### config.mk
export PLATFORM = sky130hd
export DESIGN_NAME = keypad_matrix_scanner_flat
export DESIGN_NICKNAME = d
export VERILOG_FILES = /design/src/rtl/keypad_matrix_scanner_pkg.sv /design/src/rtl/keypad_matrix_scanner_if.sv /design/src/rtl/keypad_matrix_scanner_scan_tick.sv /design/src/rtl/keypad_matrix_scanner.sv /design/src/flat_wrapper.sv
export SDC_FILE = /design/constraint.sdc
export NUM_CORES = 1
export LEC_CHECK = 0
export CORE_UTILIZATION = 40
export DETAILED_ROUTE_END_ITERATION = 10
export SLEW_MARGIN = 20
export SYNTH_ARGS = -nofsm -noshare
export SYNTH_HDL_FRONTEND = slang
export SYNTH_HIERARCHICAL = 1
export SYNTH_SLANG_ARGS = --single-unit
### constraint.sdc
create_clock -name clk -period 6.69 [get_ports clk]
set_input_delay 0.669 -clock clk [delete_from_list [all_inputs] [get_ports clk]]
set_output_delay 0.669 -clock clk [all_outputs]
set_load 0.03 [all_outputs]
### src/rtl/keypad_matrix_scanner_pkg.sv
`default_nettype none
// ============================================================================
// Module      : keypad_pkg
// Description : Shared encodings for the keypad matrix scanner: FSM states,
//               frame classes and default code widths for a 3x3 matrix.
// Revision    : 1.0 - initial parametrised release
// ============================================================================
package keypad_pkg;

   typedef enum logic [1:0] {
      ST_IDLE     = 2'd0,
      ST_DEBOUNCE = 2'd1,
      ST_HELD     = 2'd2
   } state_t;

   typedef enum logic [1:0] {
      CLS_NONE   = 2'd0,
      CLS_SINGLE = 2'd1,
      CLS_MULTI  = 2'd2
   } frame_class_t;

   localparam int DEFAULT_ROWS = 3;
   localparam int DEFAULT_COLS = 3;

   // Code widths for the default matrix: row index, column index, position.
   localparam int RW = $clog2(DEFAULT_ROWS);
   localparam int CW = $clog2(DEFAULT_COLS);
   localparam int PW = $clog2(DEFAULT_ROWS * DEFAULT_COLS);

endpackage
`default_nettype wire

### src/rtl/keypad_matrix_scanner_if.sv
`default_nettype none
// ============================================================================
// Module      : keypad_matrix_scanner_if
// Description : Pin and event bundle between the keypad matrix, the scanner
//               (master) and the game-control logic / pins (slave).
// Revision    : 1.0 - initial parametrised release
// ============================================================================
interface keypad_matrix_scanner_if
   import keypad_pkg::*;
#(
   parameter int ROWS = DEFAULT_ROWS,
   parameter int COLS = DEFAULT_COLS
) ();

   localparam int ROW_W = $clog2(ROWS);
   localparam int COL_W = $clog2(COLS);
   localparam int POS_W = $clog2(ROWS * COLS);

   logic [ROWS-1:0]        row;          // raw row pins, active-low
   logic [COLS-1:0]        column;       // column drive, active-low one-hot
   logic                   key_valid;
   logic                   key_release;
   logic                   key_down;
   logic [ROW_W+COL_W-1:0] key;          // {row index, column index}
   logic [POS_W-1:0]       position;     // row*COLS + col
   logic                   multi_key;
   logic                   key_repeat;

   modport master (
      input  row,
      output column, key_valid, key_release, key_down,
      output key, position, multi_key, key_repeat
   );

   modport slave (
      output row,
      input  column, key_valid, key_release, key_down,
      input  key, position, multi_key, key_repeat
   );

endinterface
`default_nettype wire

### src/rtl/keypad_matrix_scanner_scan_tick.sv
`default_nettype none
// ============================================================================
// Module      : keypad_scan_tick
// Description : Column-slot divider. Produces a tick every SCAN_DIV cycles,
//               rotates the active column index and flags the last slot of
//               each frame.
// Revision    : 1.0 - initial parametrised release
// ============================================================================
module keypad_scan_tick #(
   parameter int COLS     = 3,
   parameter int SCAN_DIV = 5000,
   parameter int COL_W    = $clog2(COLS)
) (
   input  wire logic             clk,
   input  wire logic             reset,
   output logic                  tick,
   output logic [COL_W-1:0]      col_idx,
   output logic                  frame_end
);

   localparam int DIV_W = $clog2(SCAN_DIV);

   logic [DIV_W-1:0] r_div;
   logic [COL_W-1:0] r_col;

   assign tick      = (r_div == DIV_W'(SCAN_DIV - 1));
   assign col_idx   = r_col;
   assign frame_end = tick && (r_col == COL_W'(COLS - 1));

   // Slot divider: counts 0..SCAN_DIV-1 and wraps on the tick cycle.
   always_ff @(posedge clk or negedge reset) begin
      if (!reset)     r_div <= '0;
      else if (tick)  r_div <= '0;
      else            r_div <= r_div + DIV_W'(1);
   end

   // Column rotation: advance on every tick, wrapping after the last column.
   always_ff @(posedge clk or negedge reset) begin
      if (!reset)           r_col <= '0;
      else if (frame_end)   r_col <= '0;
      else if (tick)        r_col <= r_col + COL_W'(1);
   end

endmodule
`default_nettype wire

### src/rtl/keypad_matrix_scanner.sv
`default_nettype none
// ============================================================================
// Module      : keypad_matrix_scanner
// Description : ROWS x COLS active-low keypad scanner with per-frame
//               debounce, ghost (multi-key) frame rejection and
//               press/release events.
//               Optional auto-repeat: define KEYPAD_AUTOREPEAT_EN.
// Revision    : 1.0 - initial parametrised release
// ============================================================================
module keypad_matrix_scanner
   import keypad_pkg::*;
#(
   parameter int ROWS            = 3,
   parameter int COLS            = 3,
   parameter int SCAN_DIV        = 5000,
   parameter int DEBOUNCE_FRAMES = 3,
   parameter int REPEAT_DELAY    = 30,
   parameter int REPEAT_RATE     = 6
) (
   input  wire logic               clk,
   input  wire logic               reset,
   keypad_matrix_scanner_if.master bus
);

   localparam int ROW_W = $clog2(ROWS);
   localparam int COL_W = $clog2(COLS);
   localparam int POS_W = $clog2(ROWS * COLS);
   localparam int NKEYS = ROWS * COLS;
   localparam int CNT_W = $clog2(DEBOUNCE_FRAMES + 1);

   if (ROWS < 2 || COLS < 2 || SCAN_DIV < 4 || DEBOUNCE_FRAMES < 1 ||
       REPEAT_DELAY < 1 || REPEAT_RATE < 1) begin : g_bad_params
      $error("keypad_matrix_scanner: illegal parameter set");
   end

   logic               w_tick;
   logic               w_frame_end;
   logic [COL_W-1:0]   w_col_idx;

   logic [ROWS-1:0]    r_sync1, r_sync2;
   logic [NKEYS-1:0]   r_frame, w_frame_now;
   frame_class_t       w_class;
   logic [POS_W-1:0]   w_pos;

   state_t             r_state, w_state_next;
   logic [POS_W-1:0]   r_cand, w_cand_next;
   logic [CNT_W-1:0]   r_cnt, w_cnt_next, w_cnt_inc;
   logic [CNT_W-1:0]   r_rcnt, w_rcnt_next, w_rcnt_inc;
   logic [ROW_W+COL_W-1:0] r_key, w_key_next;
   logic [POS_W-1:0]   r_position, w_position_next;
   logic               r_key_down, w_down_next;
   logic               r_key_valid, w_valid_next;
   logic               r_key_release, w_release_next;
   logic               r_multi_key, w_multi_next;
   logic               w_accept;

`ifdef KEYPAD_AUTOREPEAT_EN
   localparam int REP_MAX = (REPEAT_DELAY > REPEAT_RATE) ? REPEAT_DELAY : REPEAT_RATE;
   localparam int REP_W   = $clog2(REP_MAX + 1);
   logic [REP_W-1:0]   r_rep_cnt, w_rep_cnt_next, w_rep_inc;
   logic               r_rep_phase, w_rep_phase_next;   // 0: first delay, 1: rate
   logic               r_key_repeat, w_repeat_next;
`endif

   keypad_scan_tick #(
      .COLS     (COLS),
      .SCAN_DIV (SCAN_DIV),
      .COL_W    (COL_W)
   ) u_scan_tick (
      .clk       (clk),
      .reset     (reset),
      .tick      (w_tick),
      .col_idx   (w_col_idx),
      .frame_end (w_frame_end)
   );

   assign bus.column = ~(COLS'(1) << w_col_idx);

   // Two-flop row synchroniser, inverted so a pressed key reads as 1.
   always_ff @(posedge clk or negedge reset) begin
      if (!reset) begin
         r_sync1 <= '0;
         r_sync2 <= '0;
      end else begin
         r_sync1 <= ~bus.row;
         r_sync2 <= r_sync1;
      end
   end

   // Frame image including the column being sampled this cycle.
   always_comb begin
      w_frame_now = r_frame;
      for (int r = 0; r < ROWS; r++)
         w_frame_now[r*COLS + int'(w_col_idx)] = r_sync2[r];
   end

   // Frame accumulation: latch each column on its tick, clear at frame end.
   always_ff @(posedge clk or negedge reset) begin
      if (!reset)            r_frame <= '0;
      else if (w_frame_end)  r_frame <= '0;
      else if (w_tick)       r_frame <= w_frame_now;
   end

   // Frame classification: none / exactly one key (and which) / several.
   always_comb begin
      w_class = CLS_NONE;
      w_pos   = '0;
      for (int i = 0; i < NKEYS; i++) begin
         if (w_frame_now[i]) begin
            if (w_class == CLS_NONE) begin
               w_class = CLS_SINGLE;
               w_pos   = POS_W'(i);
            end else begin
               w_class = CLS_MULTI;
            end
         end
      end
   end

   assign w_cnt_inc  = r_cnt + CNT_W'(1);
   assign w_rcnt_inc = r_rcnt + CNT_W'(1);
`ifdef KEYPAD_AUTOREPEAT_EN
   assign w_rep_inc  = r_rep_cnt + REP_W'(1);
`endif

   // State register and registered event outputs.
   always_ff @(posedge clk or negedge reset) begin
      if (!reset) begin
         r_state       <= ST_IDLE;
         r_cand        <= '0;
         r_cnt         <= '0;
         r_rcnt        <= '0;
         r_key         <= '0;
         r_position    <= '0;
         r_key_down    <= 1'b0;
         r_key_valid   <= 1'b0;
         r_key_release <= 1'b0;
         r_multi_key   <= 1'b0;
`ifdef KEYPAD_AUTOREPEAT_EN
         r_rep_cnt     <= '0;
         r_rep_phase   <= 1'b0;
         r_key_repeat  <= 1'b0;
`endif
      end else begin
         r_state       <= w_state_next;
         r_cand        <= w_cand_next;
         r_cnt         <= w_cnt_next;
         r_rcnt        <= w_rcnt_next;
         r_key         <= w_key_next;
         r_position    <= w_position_next;
         r_key_down    <= w_down_next;
         r_key_valid   <= w_valid_next;
         r_key_release <= w_release_next;
         r_multi_key   <= w_multi_next;
`ifdef KEYPAD_AUTOREPEAT_EN
         r_rep_cnt     <= w_rep_cnt_next;
         r_rep_phase   <= w_rep_phase_next;
         r_key_repeat  <= w_repeat_next;
`endif
      end
   end

   // Debounce / hold / release decisions, taken only at frame end.
   always_comb begin
      w_state_next    = r_state;
      w_cand_next     = r_cand;
      w_cnt_next      = r_cnt;
      w_rcnt_next     = r_rcnt;
      w_key_next      = r_key;
      w_position_next = r_position;
      w_down_next     = r_key_down;
      w_valid_next    = 1'b0;
      w_release_next  = 1'b0;
      w_multi_next    = 1'b0;
      w_accept        = 1'b0;
`ifdef KEYPAD_AUTOREPEAT_EN
      w_rep_cnt_next   = r_rep_cnt;
      w_rep_phase_next = r_rep_phase;
      w_repeat_next    = 1'b0;
`endif
      if (w_frame_end) begin
         case (r_state)
            ST_IDLE: begin
               if (w_class == CLS_SINGLE) begin
                  w_cand_next = w_pos;
                  w_cnt_next  = CNT_W'(1);
                  if (DEBOUNCE_FRAMES == 1) w_accept     = 1'b1;
                  else                      w_state_next = ST_DEBOUNCE;
               end else if (w_class == CLS_MULTI) begin
                  w_multi_next = 1'b1;
               end
            end
            ST_DEBOUNCE: begin
               if (w_class == CLS_SINGLE && w_pos == r_cand) begin
                  w_cnt_next = w_cnt_inc;
                  if (w_cnt_inc == CNT_W'(DEBOUNCE_FRAMES)) w_accept = 1'b1;
               end else begin
                  w_state_next = ST_IDLE;
                  w_multi_next = (w_class == CLS_MULTI);
               end
            end
            ST_HELD: begin
               // Only the held key matters; extra keys alongside it are ignored.
               if (!w_frame_now[r_position]) begin
                  if (w_rcnt_inc == CNT_W'(DEBOUNCE_FRAMES)) begin
                     w_release_next = 1'b1;
                     w_down_next    = 1'b0;
                     w_rcnt_next    = '0;
                     w_state_next   = ST_IDLE;
                  end else begin
                     w_rcnt_next = w_rcnt_inc;
                  end
               end else begin
                  w_rcnt_next = '0;
               end
`ifdef KEYPAD_AUTOREPEAT_EN
               if (!w_release_next) begin
                  w_rep_cnt_next = w_rep_inc;
                  if (w_rep_inc == (r_rep_phase ? REP_W'(REPEAT_RATE) : REP_W'(REPEAT_DELAY))) begin
                     w_valid_next     = 1'b1;
                     w_repeat_next    = 1'b1;
                     w_rep_cnt_next   = '0;
                     w_rep_phase_next = 1'b1;
                  end
               end
`endif
            end
            default: w_state_next = ST_IDLE;
         endcase

         // Both accept paths have w_pos equal to the candidate.
         if (w_accept) begin
            w_key_next      = {ROW_W'(w_pos / POS_W'(COLS)), COL_W'(w_pos % POS_W'(COLS))};
            w_position_next = w_pos;
            w_down_next     = 1'b1;
            w_valid_next    = 1'b1;
            w_rcnt_next     = '0;
            w_state_next    = ST_HELD;
         end
`ifdef KEYPAD_AUTOREPEAT_EN
         if (w_accept || w_release_next) begin
            w_rep_cnt_next   = '0;
            w_rep_phase_next = 1'b0;
         end
`endif
      end
   end

   assign bus.key_valid   = r_key_valid;
   assign bus.key_release = r_key_release;
   assign bus.key_down    = r_key_down;
   assign bus.key         = r_key;
   assign bus.position    = r_position;
   assign bus.multi_key   = r_multi_key;
`ifdef KEYPAD_AUTOREPEAT_EN
   assign bus.key_repeat  = r_key_repeat;
`else
   assign bus.key_repeat  = 1'b0;
`endif

endmodule
`default_nettype wire
### src/flat_wrapper.sv
// flat-port wrapper written by rule: the top's interface ports become plain ports
module keypad_matrix_scanner_flat import keypad_pkg::*;
#(
   parameter int ROWS            = 3,
   parameter int COLS            = 3,
   parameter int SCAN_DIV        = 5000,
   parameter int DEBOUNCE_FRAMES = 3,
   parameter int REPEAT_DELAY    = 30,
   parameter int REPEAT_RATE     = 6
)
  (clk, reset, bus_row, bus_column, bus_key_valid, bus_key_release, bus_key_down, bus_key, bus_position, bus_multi_key, bus_key_repeat);
  keypad_matrix_scanner_if #(.ROWS(ROWS), .COLS(COLS)) bus_i ();
  input  wire logic clk;
  input  wire logic reset;
  input wire logic [$bits(bus_i.row)-1:0] bus_row;
  output wire logic [$bits(bus_i.column)-1:0] bus_column;
  output wire logic [$bits(bus_i.key_valid)-1:0] bus_key_valid;
  output wire logic [$bits(bus_i.key_release)-1:0] bus_key_release;
  output wire logic [$bits(bus_i.key_down)-1:0] bus_key_down;
  output wire logic [$bits(bus_i.key)-1:0] bus_key;
  output wire logic [$bits(bus_i.position)-1:0] bus_position;
  output wire logic [$bits(bus_i.multi_key)-1:0] bus_multi_key;
  output wire logic [$bits(bus_i.key_repeat)-1:0] bus_key_repeat;
  assign bus_i.row = bus_row;
  assign bus_column = bus_i.column;
  assign bus_key_valid = bus_i.key_valid;
  assign bus_key_release = bus_i.key_release;
  assign bus_key_down = bus_i.key_down;
  assign bus_key = bus_i.key;
  assign bus_position = bus_i.position;
  assign bus_multi_key = bus_i.multi_key;
  assign bus_key_repeat = bus_i.key_repeat;
  keypad_matrix_scanner #(.ROWS(ROWS), .COLS(COLS), .SCAN_DIV(SCAN_DIV), .DEBOUNCE_FRAMES(DEBOUNCE_FRAMES), .REPEAT_DELAY(REPEAT_DELAY), .REPEAT_RATE(REPEAT_RATE)) u_core (.clk(clk), .reset(reset), .bus(bus_i));
endmodule
==> run summary <==
Status = complete, no violations
CP dominant cell by count = ha_1
Grt ovf = 0
Slew Viols, Final = 0
Setup TNS = 0 ps
Peak supply drop = 93.70 uV
Post-route ant nets = 0
IO Pins = 21
Power Density = 146.1 nW/um^2
Crit Path Class = reg -> reg
Row count = 33
Wire per inst = 16.13 um
Critical Path RT = 6880 ps
Cell count after synthesis = 323
Slew Limit Headroom = 0.4712
First-pass DRT Iterations = 4
CTS tree = yes
Die Ht = 93.49 um
Final Hold Fails = 0
Worst Path Buf+Inv = 3
Seq. cell area = 1301 um^2
Slowest-stage cell, CP = dfrtp_1
Hold buffer count at CTS = 0
YS warnings = 6
RD Place Congestion = 0.9338
Minimum clock period = 5336 ps
Inserted Clock Buffers = 5
Slew of the pin with the lowest slew margin = 793.2 ps
Vias in the first global route = 2475
Crit path DAT = 5530 ps
Max-cap violations = 0
Fmax = 0.1874 GHz
Global-route wire length before repair = 12.52 mm
Resize count post-CTS = 0
DR vias = 2561
Largest net degree at the start of global routing = 53
Final Setup Violations = 0
Area occupied by multi-input gates = 1911 um^2
Setup bufs post-CTS = 0
Worst setup EP type = flip-flop
Post-synthesis cell area = 3348 um^2
Share of post-route cells with drive strength above 1 = 0.1170
Clk Latency, worst-skew pair = 300 ps
Post-Route WL = 7.211 mm
Tcrit/Tclk final = 0.7976
Fillers = 813
Die area = 8740 um^2
CTS Buffer Depth = 2
DP HPWL = 5.388 mm
Post-Syn Nets = 342
I/O Buffers = 19
Residual DRC = 0
Max FO, Critical Path = 14
H-tree depth = 2
DR iter-0 viols = 223
Synth Flop Type = dfrtp_1
Clock Tree Root = clkbuf_8
Kind of cell adding the most delay to the critical path = compound AO/OA/AOI/OAI gates
CORE AREA = 8175 um^2
Worst Setup Start Kind = flip-flop
Nets = 360
Syn Area/Cell = 10.37 um^2
Sequential element share of the synthesized area = 0.3886
Hold crit path type = reg -> reg
Total clock sinks = 52
Async set-reset flop share out of synthesis = 1.000
GR Util All Layers = 0.1856
Die Width = 93.49 um
Leakage = 1.625 nW
P&R area growth vs syn = 10.65%
Cell breakdown of the critical path = inv_1, ha_1, nand3_1, nand2_1, o21a_1, inv_1, ha_1, nor2b_1, o211a_1, nand2_1, o31ai_2, ha_1, inv_1, ha_1, o31ai_1, mux2i_1, ha_1, nor3_1, o2bb2ai_1, a21o_1, mux2_2, mux2_1
Initial antenna violation count = 0
Starting Density = 0.4096
RSZ-0062 raised after global routing = no
Total power draw = 541.4 uW
Post-synth EDFFs = 0
Diodes inserted = 0
Skew final = 9.017 ps
Max stage delay on crit path = 610 ps
Yosys reg bits = 52
Synth cell types = 68
Vias/cell = 5.729
Clock Pin Slew Worst Setup and Hold Paths = 100 ps
[layer usage]
layer,track usage,routed length [um],share of wire,vias to the layer above
li1,-,-,-,1213
met1,0.2568,3396,0.47,1257
met2,0.3021,3413,0.47,82
met3,0.02439,293,0.041,9
met4,0.05513,107,0.015,0
met5,0,0,0,-
[cells in the final DEF (no fill, tap or decap), drive strengths merged, types with 2 or more instances in the layout]
| master | synthesis | layout |
|---|---|---|
| o32ai | 2 | 2 |
| buf | 7 | 4 |
| nor3 | 6 | 6 |
| xnor2 | 8 | 8 |
| clkbuf | 4 | 6 |
| nand2b | 5 | 5 |
| a21o | 4 | 4 |
| and2b | 2 | 2 |
| or3 | 4 | 4 |
| mux2 | 19 | 19 |
| dfrtp | 52 | 52 |
| o211ai | 4 | 4 |
| a21oi | 9 | 9 |
| clkdlybuf4s50 | 0 | 18 |
| o21ai | 17 | 17 |
| nor2b | 2 | 2 |
| and4 | 2 | 2 |
| and3 | 4 | 4 |
| ha | 14 | 14 |
| nor4 | 6 | 6 |
| o31ai | 6 | 6 |
| or4b | 2 | 2 |
| mux2i | 21 | 21 |
| o2bb2ai | 3 | 3 |
| o21a | 3 | 3 |
| xor2 | 6 | 6 |
| a211oi | 2 | 2 |
| a31oi | 2 | 2 |
| nand3b | 7 | 7 |
| nor2 | 25 | 25 |
| and2 | 3 | 3 |
| nand2 | 17 | 17 |
| nand4 | 4 | 4 |
| nand3 | 15 | 15 |
| inv | 18 | 19 |
[cell type report]
type,count,area share
multi-input combinational,242,0.5157
clock inverter,2,0.003715
inverter,18,0.01824
timing repair buffer,22,0.05606
sequential,52,0.3512
tap,105,0.03546
clock buffer,6,0.01959
[cell families (layout without fill, tap and decap cells)]
| logic type | Yosys count | count (layout) | share of synthesized area |
|---|---|---|---|
| and+or+nand+nor | 108 | 108 | 0.1932 |
| AOI/OAI and AO/OA | 63 | 63 | 0.1353 |
| DFF | 52 | 52 | 0.3886 |
| muxes | 41 | 41 | 0.1491 |
| buffers and inverters | 29 | 48 | 0.04073 |
| adders and majority gates | 15 | 15 | 0.05531 |
| xor gates and xnor gates | 14 | 14 | 0.03662 |
| other | 1 | 1 | 0.001120 |
[power breakdown]
| part | internal (mW) | switching, mW | total [mW] | leakage, nW |
|---|---|---|---|---|
| logic | 0.0164 | 0.0281 | 0.0444 | 0.881 |
| clock network | 0.0748 | 0.104 | 0.178 | 0.0456 |
| registers | 0.316 | 0.00279 | 0.319 | 0.698 |
[synthesized netlist by cell type (3+ instances only)]
| library cell | instances | share of area |
|---|---|---|
| a21o_1 | 4 | 0.0090 |
| a21oi_1 | 9 | 0.013 |
| and2_1 | 3 | 0.0056 |
| and3_1 | 4 | 0.0075 |
| buf_2 | 3 | 0.0045 |
| clkbuf_1 | 3 | 0.0034 |
| dfrtp_1 | 52 | 0.39 |
| ha_1 | 14 | 0.052 |
| inv_1 | 17 | 0.019 |
| mux2_1 | 5 | 0.017 |
| mux2_2 | 11 | 0.037 |
| mux2_4 | 3 | 0.013 |
| mux2i_1 | 18 | 0.054 |
| mux2i_4 | 3 | 0.020 |
| nand2_1 | 17 | 0.019 |
| nand2b_1 | 5 | 0.0093 |
| nand3_1 | 14 | 0.021 |
| nand3b_1 | 7 | 0.016 |
| nand4_1 | 3 | 0.0056 |
| nor2_1 | 23 | 0.026 |
| nor3_1 | 6 | 0.0090 |
| nor4_1 | 5 | 0.0093 |
| o211ai_1 | 4 | 0.0090 |
| o21a_1 | 3 | 0.0067 |
| o21ai_0 | 15 | 0.022 |
| o2bb2ai_1 | 3 | 0.0078 |
| o31ai_1 | 5 | 0.011 |
| or3_1 | 4 | 0.0075 |
| xnor2_1 | 8 | 0.021 |
| xor2_1 | 6 | 0.016 |
[metrics by stage]
stage / std cells / hold WS, ps / utilization / setup slack, ps / instance area (um^2)
4_1_cts: 447 / 360.7 / 0.4532 / 1371 / 3705
3_5_place_dp: 439 / 336.3 / 0.4426 / 1397 / 3618
3_3_place_gp: 439 / 335.7 / 0.4426 / 1704 / 3618
2_1_floorplan: 323 / 331.2 / - / 2017 / 3348
5_1_grt: 447 / 366.6 / 0.4532 / 763.1 / 3705
6_report: 447 / 356.2 / 0.4532 / 1354 / 3705
[registers in the layout, indices dropped and copies added (netlist names), 3 cells and up]
name                      cells
u_core/u_scan_tick/r_div     13
u_core/r_frame                9
u_core/bus.key                4
u_core/bus.position           4
u_core/r_cand                 4
u_core/r_sync1                3
u_core/r_sync2                3
[worst paths after layout]
check / startpoint / endpoint / slack [ps] / cells past startpoint
worst max-delay path: u_core/u_scan_tick/col_idx[0] / u_core/bus.key[1] / 1350 / 22
worst min-delay path: u_core/r_sync1[1] / u_core/r_sync2[1] / 360 / 0
worst max register to register: u_core/u_scan_tick/col_idx[0] / u_core/bus.key[1] / 1350 / 22
worst min register to register: u_core/r_sync1[1] / u_core/r_sync2[1] / 360 / 0
max in group asynchronous: reset / u_core/bus.position[3] / 5770 / 2
min in group asynchronous: reset / u_core/u_scan_tick/col_idx[1] / 460 / 2
(Power assumes the default switching activity.)
==> variant 1 (config.mk and constraints unchanged) <==
The option `KEYPAD_AUTOREPEAT_EN` is turned on by a define.
--- a/src/rtl/keypad_matrix_scanner.sv
+++ b/src/rtl/keypad_matrix_scanner.sv
@@ -8,4 +8,6 @@
 // Revision    : 1.0 - initial parametrised release
 // ============================================================================
+`define KEYPAD_AUTOREPEAT_EN
+
 module keypad_matrix_scanner
    import keypad_pkg::*;
Function: no difference found for any inputs over 10 cycles, from zero or initial values and one cycle with reset low; that may be too few to reach the edited logic, so the function may still have changed.
==> variant 1 against the original RTL <==
Routed wire length rose by 8.5%. Sequential power grew 13%. Sequential cell count grew 7. Setup slack worse by 0.38 ns. Total power increased by 33%. Design area rose by 11%. Area after synthesis is 8.2% higher. Utilization rose by 1.5 points. Clock power grew 81%.
==> variant 1: results (changes against the original RTL) <==
outcome=finished clean; Detailed Place HPWL=5400 um (+0.19%); Final Cycle Share=0.854 (+0.0562); fin nets=396 (+10%); Iter 0 DRT Violations=195 (-13%); post-synthesis sequential area ratio=0.408 (+0.0190); M1 WL=3860 um (+14%); number of cells after detailed placement=472 (+7.5%); VDD IR max=0.0000922 V (-1.6%); met3 WL=309 um (+5.5%); layout cells sized above 1=0.137 (+0.0199); post-synthesis xor/xnor area fraction=0.0339 (-0.00277); Critical Path AT=5.93 ns (+0.40 ns); mux cell area share after synthesis=0.120 (-0.0296); Final Wtd Congestion=0.855 (-8.5%); DR pass1 iterations=5 (+1); Place WS=1.04 ns (-0.361 ns); max_slew headroom=0.487 (+0.0160); Min Hold Slack=0.350 ns (-0.00580 ns); ranking of synthesized cells by area=dfrtp_1 41%, ha_1 5.5%, mux2i_1 5.3%; met2 wire len=3560 um (+4.3%); Total GRT Usage=0.177 (-0.00862); top flop regs=u_core/u_scan_tick/r_div: 13 flops, u_core/r_frame: 9 flops, u_core/r_rep_cnt: 5 flops; pin count of the biggest net entering global routing=60 (+13%); vias in the first global route=2,640 (+6.7%); clk slew on worst S/H paths=0.07 ns (-0.03 ns); Max FO, Critical Path=15 (+1); Clock Latency Late Sink=0.33 ns (+0.03 ns); P_int=553 uW (+36%); Syn Nets=373 (+9.1%); final clock skew=0.0111 ns (+0.00211 ns); Synth top cells by count=59 x dfrtp_1, 27 x nor2_1, 24 x inv_1; Via-to-Cell Ratio=5.48 (-4.3%); Synth Area in Adders=0.0553 (about the same); # H-tree levels=3 (+1); filler cell count=818 (+0.62%); FF-to-FF setup slack=0.98 ns (-0.38 ns); Placement Cell Area=3910 um2 (+8.0%)
## variant 1: cell types whose count changed in the layout (fill, tap and decap cells not counted), sizes merged, moves of 4 or more
cell     before  now
nand2        17   23
o31ai         6    1
dfrtp        52   59
a31o          0    7
o2111ai       0    4
or3           4    0
clkbuf        6   11
nor3          6    2
a21o          4    0
nand2b        5   13
nand3b        7    3
inv          19   24
## variant 1: area by class of cell
cell class	count	area, um2	area share
Inverter	24	90.1	0.0220
Clock buffer	11	141	0.0345
Clock inverter	5	52.6	0.0128
Timing Repair Buffer	22	210	0.0513
Sequential cell	59	1480	0.360
Tap cell	108	135	0.0329
Multi-Input combinational cell	259	2000	0.487
## variant 1: stage by stage
step,utilization,power [uW]
3_5_place_dp,0.446,406
5_1_grt,0.468,756
4_1_cts,0.468,737
3_3_place_gp,0.446,406
6_report,0.468,722
2_1_floorplan,-,390
## variant 1: logic make-up (layout without fill, tap and decap cells)
| group | Yosys count | count (layout) |
|---|---|---|
| and+or+nand+nor | 120 | 120 |
| adders and majority gates | 16 | 16 |
| muxes | 39 | 39 |
| DFF | 59 | 59 |
| xor gates and xnor gates | 14 | 14 |
| AOI/OAI and AO/OA | 70 | 70 |
| buffers and inverters | 34 | 62 |
## variant 1: worst paths after layout
path | endpoint | startpoint | cells past startpoint
max reg2reg | u_core/bus.key[1] | u_core/u_scan_tick/col_idx[0] | 18
max | u_core/bus.key[1] | u_core/u_scan_tick/col_idx[0] | 18
min | u_core/r_sync2[1] | u_core/r_sync1[1] | 0
min reg2reg | u_core/r_sync2[1] | u_core/r_sync1[1] | 0
max in group asynchronous | u_core/bus.key[1] | reset | 2
min in group asynchronous | u_core/bus.multi_key | reset | 2
## variant 1: power groups by stage
| stage | Clock [uW] | Sequential (uW) | Combinational, uW |
|---|---|---|---|
| after floorplan | 0 | 366 | 23.5 |
| after global routing | 352 | 361 | 42.9 |
| after CTS | 337 | 361 | 38.6 |
| after detailed placement | 0 | 368 | 38.4 |
| final | 323 | 361 | 38.1 |
| after global placement | 0 | 368 | 37.7 |
## variant 1: worst max-delay path, cell delays in order (launching register included)
cell	delay [ns]
dfrtp_1	0.55
inv_1	0.18
ha_1	0.32
mux2_2	0.36
mux2_2	0.31
ha_1	0.35
a211oi_1	0.25
a22o_1	0.27
nand4_1	0.22
o21ai_1	0.46
ha_1	0.23
inv_1	0.04
ha_1	0.18
o21ai_0	0.16
xor2_1	0.15
ha_1	0.23
o41ai_1	0.69
mux2_2	0.40
mux2_2	0.25
## variant 1: per-layer routing
layer | up-vias | global-route usage
met5 | - | 0
met4 | 0 | 0.0666
met3 | 7 | 0.0353
met2 | 57 | 0.268
met1 | 1286 | 0.250
li1 | 1325 | -
==> variant 2 (same flow settings) <==
Made on the original files. `r_key` no longer has a reset.
--- a/src/rtl/keypad_matrix_scanner.sv
+++ b/src/rtl/keypad_matrix_scanner.sv
@@ -131,5 +131,4 @@
          r_cnt         <= '0;
          r_rcnt        <= '0;
-         r_key         <= '0;
          r_position    <= '0;
          r_key_down    <= 1'b0;
@@ -147,5 +146,4 @@
          r_cnt         <= w_cnt_next;
          r_rcnt        <= w_rcnt_next;
-         r_key         <= w_key_next;
          r_position    <= w_position_next;
          r_key_down    <= w_down_next;
@@ -159,4 +157,8 @@
 `endif
       end
+   end
+
+   always_ff @(posedge clk) begin
+      r_key <= w_key_next;
    end
 
Check against the original RTL: same outputs for any inputs over 10 cycles, from zero or initial values and one cycle with reset low; that may be too few to reach the edited logic, so the function may still have changed.
==> variant 2 against the original RTL <==
Area after synthesis is 3.3% lower. Routed wire length is 10% lower. Largest cell class unchanged. Die area is 3.2% lower. Setup slack better by 0.61 ns. Critical path type unchanged. Critical path depth is 2 lower. Sequential share of layout area is 1.5 points higher. Largest power group unchanged. Non-clock buffer count is 1 lower. Design area is 2.6% lower. Final cell count is 5.6% lower. Via count is 10% lower. Total power is 1.4% higher. First-iteration DRC count is 54% lower. Sequential cell count stayed put.
==> variant 2: results (changes against the original RTL) <==
first-pass GRT wire length=11,400 um (-9.2%); Syn Nets=317 (-7.3%); # diodes=0 (unchanged); total CTS buffers=5 (unchanged); P_int=410 uW (+0.82%); Critical Path AT=4.79 ns (-0.74 ns); final clock skew=0.0163 ns (+0.00725 ns); Final Wtd Congestion=0.877 (-6.1%); Total GRT Usage=0.170 (-0.0157); VDD IR max=0.0000782 V (-17%); post-synthesis sequential area ratio=0.408 (+0.0194); Post-synth ARST share=0.923 (-0.0769); Static Leak=0.00160 uW (-1.4%); crit-path leading delay family=simple AND/OR/NAND/NOR gates; number of vias in the routed layout=2,295 (-10%); post-detailed-routing wire length=6460 um (-10%); Iter 0 DRT Violations=103 (-54%); initial antenna violation count=0 (unchanged); outcome=finished clean; Placement Cell Area=3520 um2 (-2.7%); Max stage delay on crit path=0.57 ns (-0.04 ns); ranking of synthesized cells by area=dfrtp_1 37%, mux2i_1 5.6%, ha_1 5.4%; Detailed Place HPWL=4690 um (-13%); max_slew headroom=0.457 (-0.0142); Synth cell types=77 (+13%); pin count of the biggest net entering global routing=49 (-7.5%); Synth top cells by count=48 x dfrtp_1, 25 x nor2_1, 19 x inv_1; Max FO, Critical Path=13 (-1); fin nets=338 (-6.1%); number of flops mapped to enable cells by yosys=4 (+4); layout cells sized above 1=0.153 (+0.0362)
[variant 2: changes by cell type after synthesis, sizes merged, moves of 4 or more]
cell,before,now
o31ai,6,1
mux2,19,11
a21o,4,0
o21ai,17,12
edfxtp,0,4
dfrtp,52,48
[variant 2: worst paths after layout]
kind | start | to | slack, ns | cells after the start
worst min register to register | u_core/r_sync1[1] | u_core/r_sync2[1] | 0.36 | 0
worst min-delay path | u_core/r_sync1[1] | u_core/r_sync2[1] | 0.36 | 0
worst max-delay path | u_core/u_scan_tick/col_idx[0] | u_core/bus.key[1] | 1.96 | 20
max in group asynchronous | reset | u_core/u_scan_tick/r_div[3] | 5.82 | 2
worst max register to register | u_core/u_scan_tick/col_idx[0] | u_core/bus.key[1] | 1.96 | 20
min in group asynchronous | reset | u_core/r_frame[1] | 0.44 | 2
[variant 2: layout make-up]
type | count | area (um2)
clock buffers | 5 | 68.8
repair buffers | 21 | 200
clock inverters | 3 | 21.3
well taps | 102 | 128
fillers | 723 | 4160
inverters | 20 | 75.1
flip-flops and latches | 52 | 1320
multi-input cells | 219 | 1800
[variant 2: stage by stage]
step | util | worst slack (ns) | instances | hold slack [ns]
after detailed placement | 0.453 | 2.04 | 414 | 0.336
after global routing | 0.465 | 1.46 | 422 | 0.362
final | 0.465 | 1.96 | 422 | 0.357
after CTS | 0.465 | 1.98 | 422 | 0.360
after global placement | 0.453 | 2.18 | 414 | 0.332
after floorplan | - | 2.44 | 298 | 0.331
[variant 2: metal layers]
layer,vias up,part of all wire,track usage,wire [um]
met4,0,0.013,0.0521,82
met5,-,0,0,0
li1,1126,-,-,-
met2,46,0.48,0.275,3080
met1,1114,0.48,0.236,3120
met3,9,0.027,0.0232,175
[variant 2: worst reg2reg max path, delay by kind of cell (launching register included)]
family / cells / cell delay, ns
AND/OR/NAND/NOR: 9 / 1.42
adder cells (fa/ha/maj): 4 / 1.03
AO/OA/AOI/OAI: 3 / 0.71
flip-flops: 1 / 0.57
multiplexers: 1 / 0.37
buffers and inverters: 2 / 0.23
XOR/XNOR: 1 / 0.16
[variant 2: cells by family (layout without fill, tap and decap cells)]
group / after synthesis / in the layout / synth area share
and+or+nand+nor: 106 / 106 / 0.204
muxes: 32 / 32 / 0.120
AOI/OAI and AO/OA: 52 / 52 / 0.137
other: 1 / 1 / 0.00116
xor gates and xnor gates: 14 / 14 / 0.0379
adders and majority gates: 14 / 14 / 0.0541
buffers and inverters: 27 / 49 / 0.0375
DFF: 52 / 52 / 0.408
[variant 2: power groups by stage]
stage,logic (uW),clock network (uW),registers [uW]
after global placement,45.0,0,328
after detailed placement,45.1,0,328
final,44.7,182,322
after CTS,45.3,190,322
after global routing,50.4,206,322
after floorplan,31.8,0,327
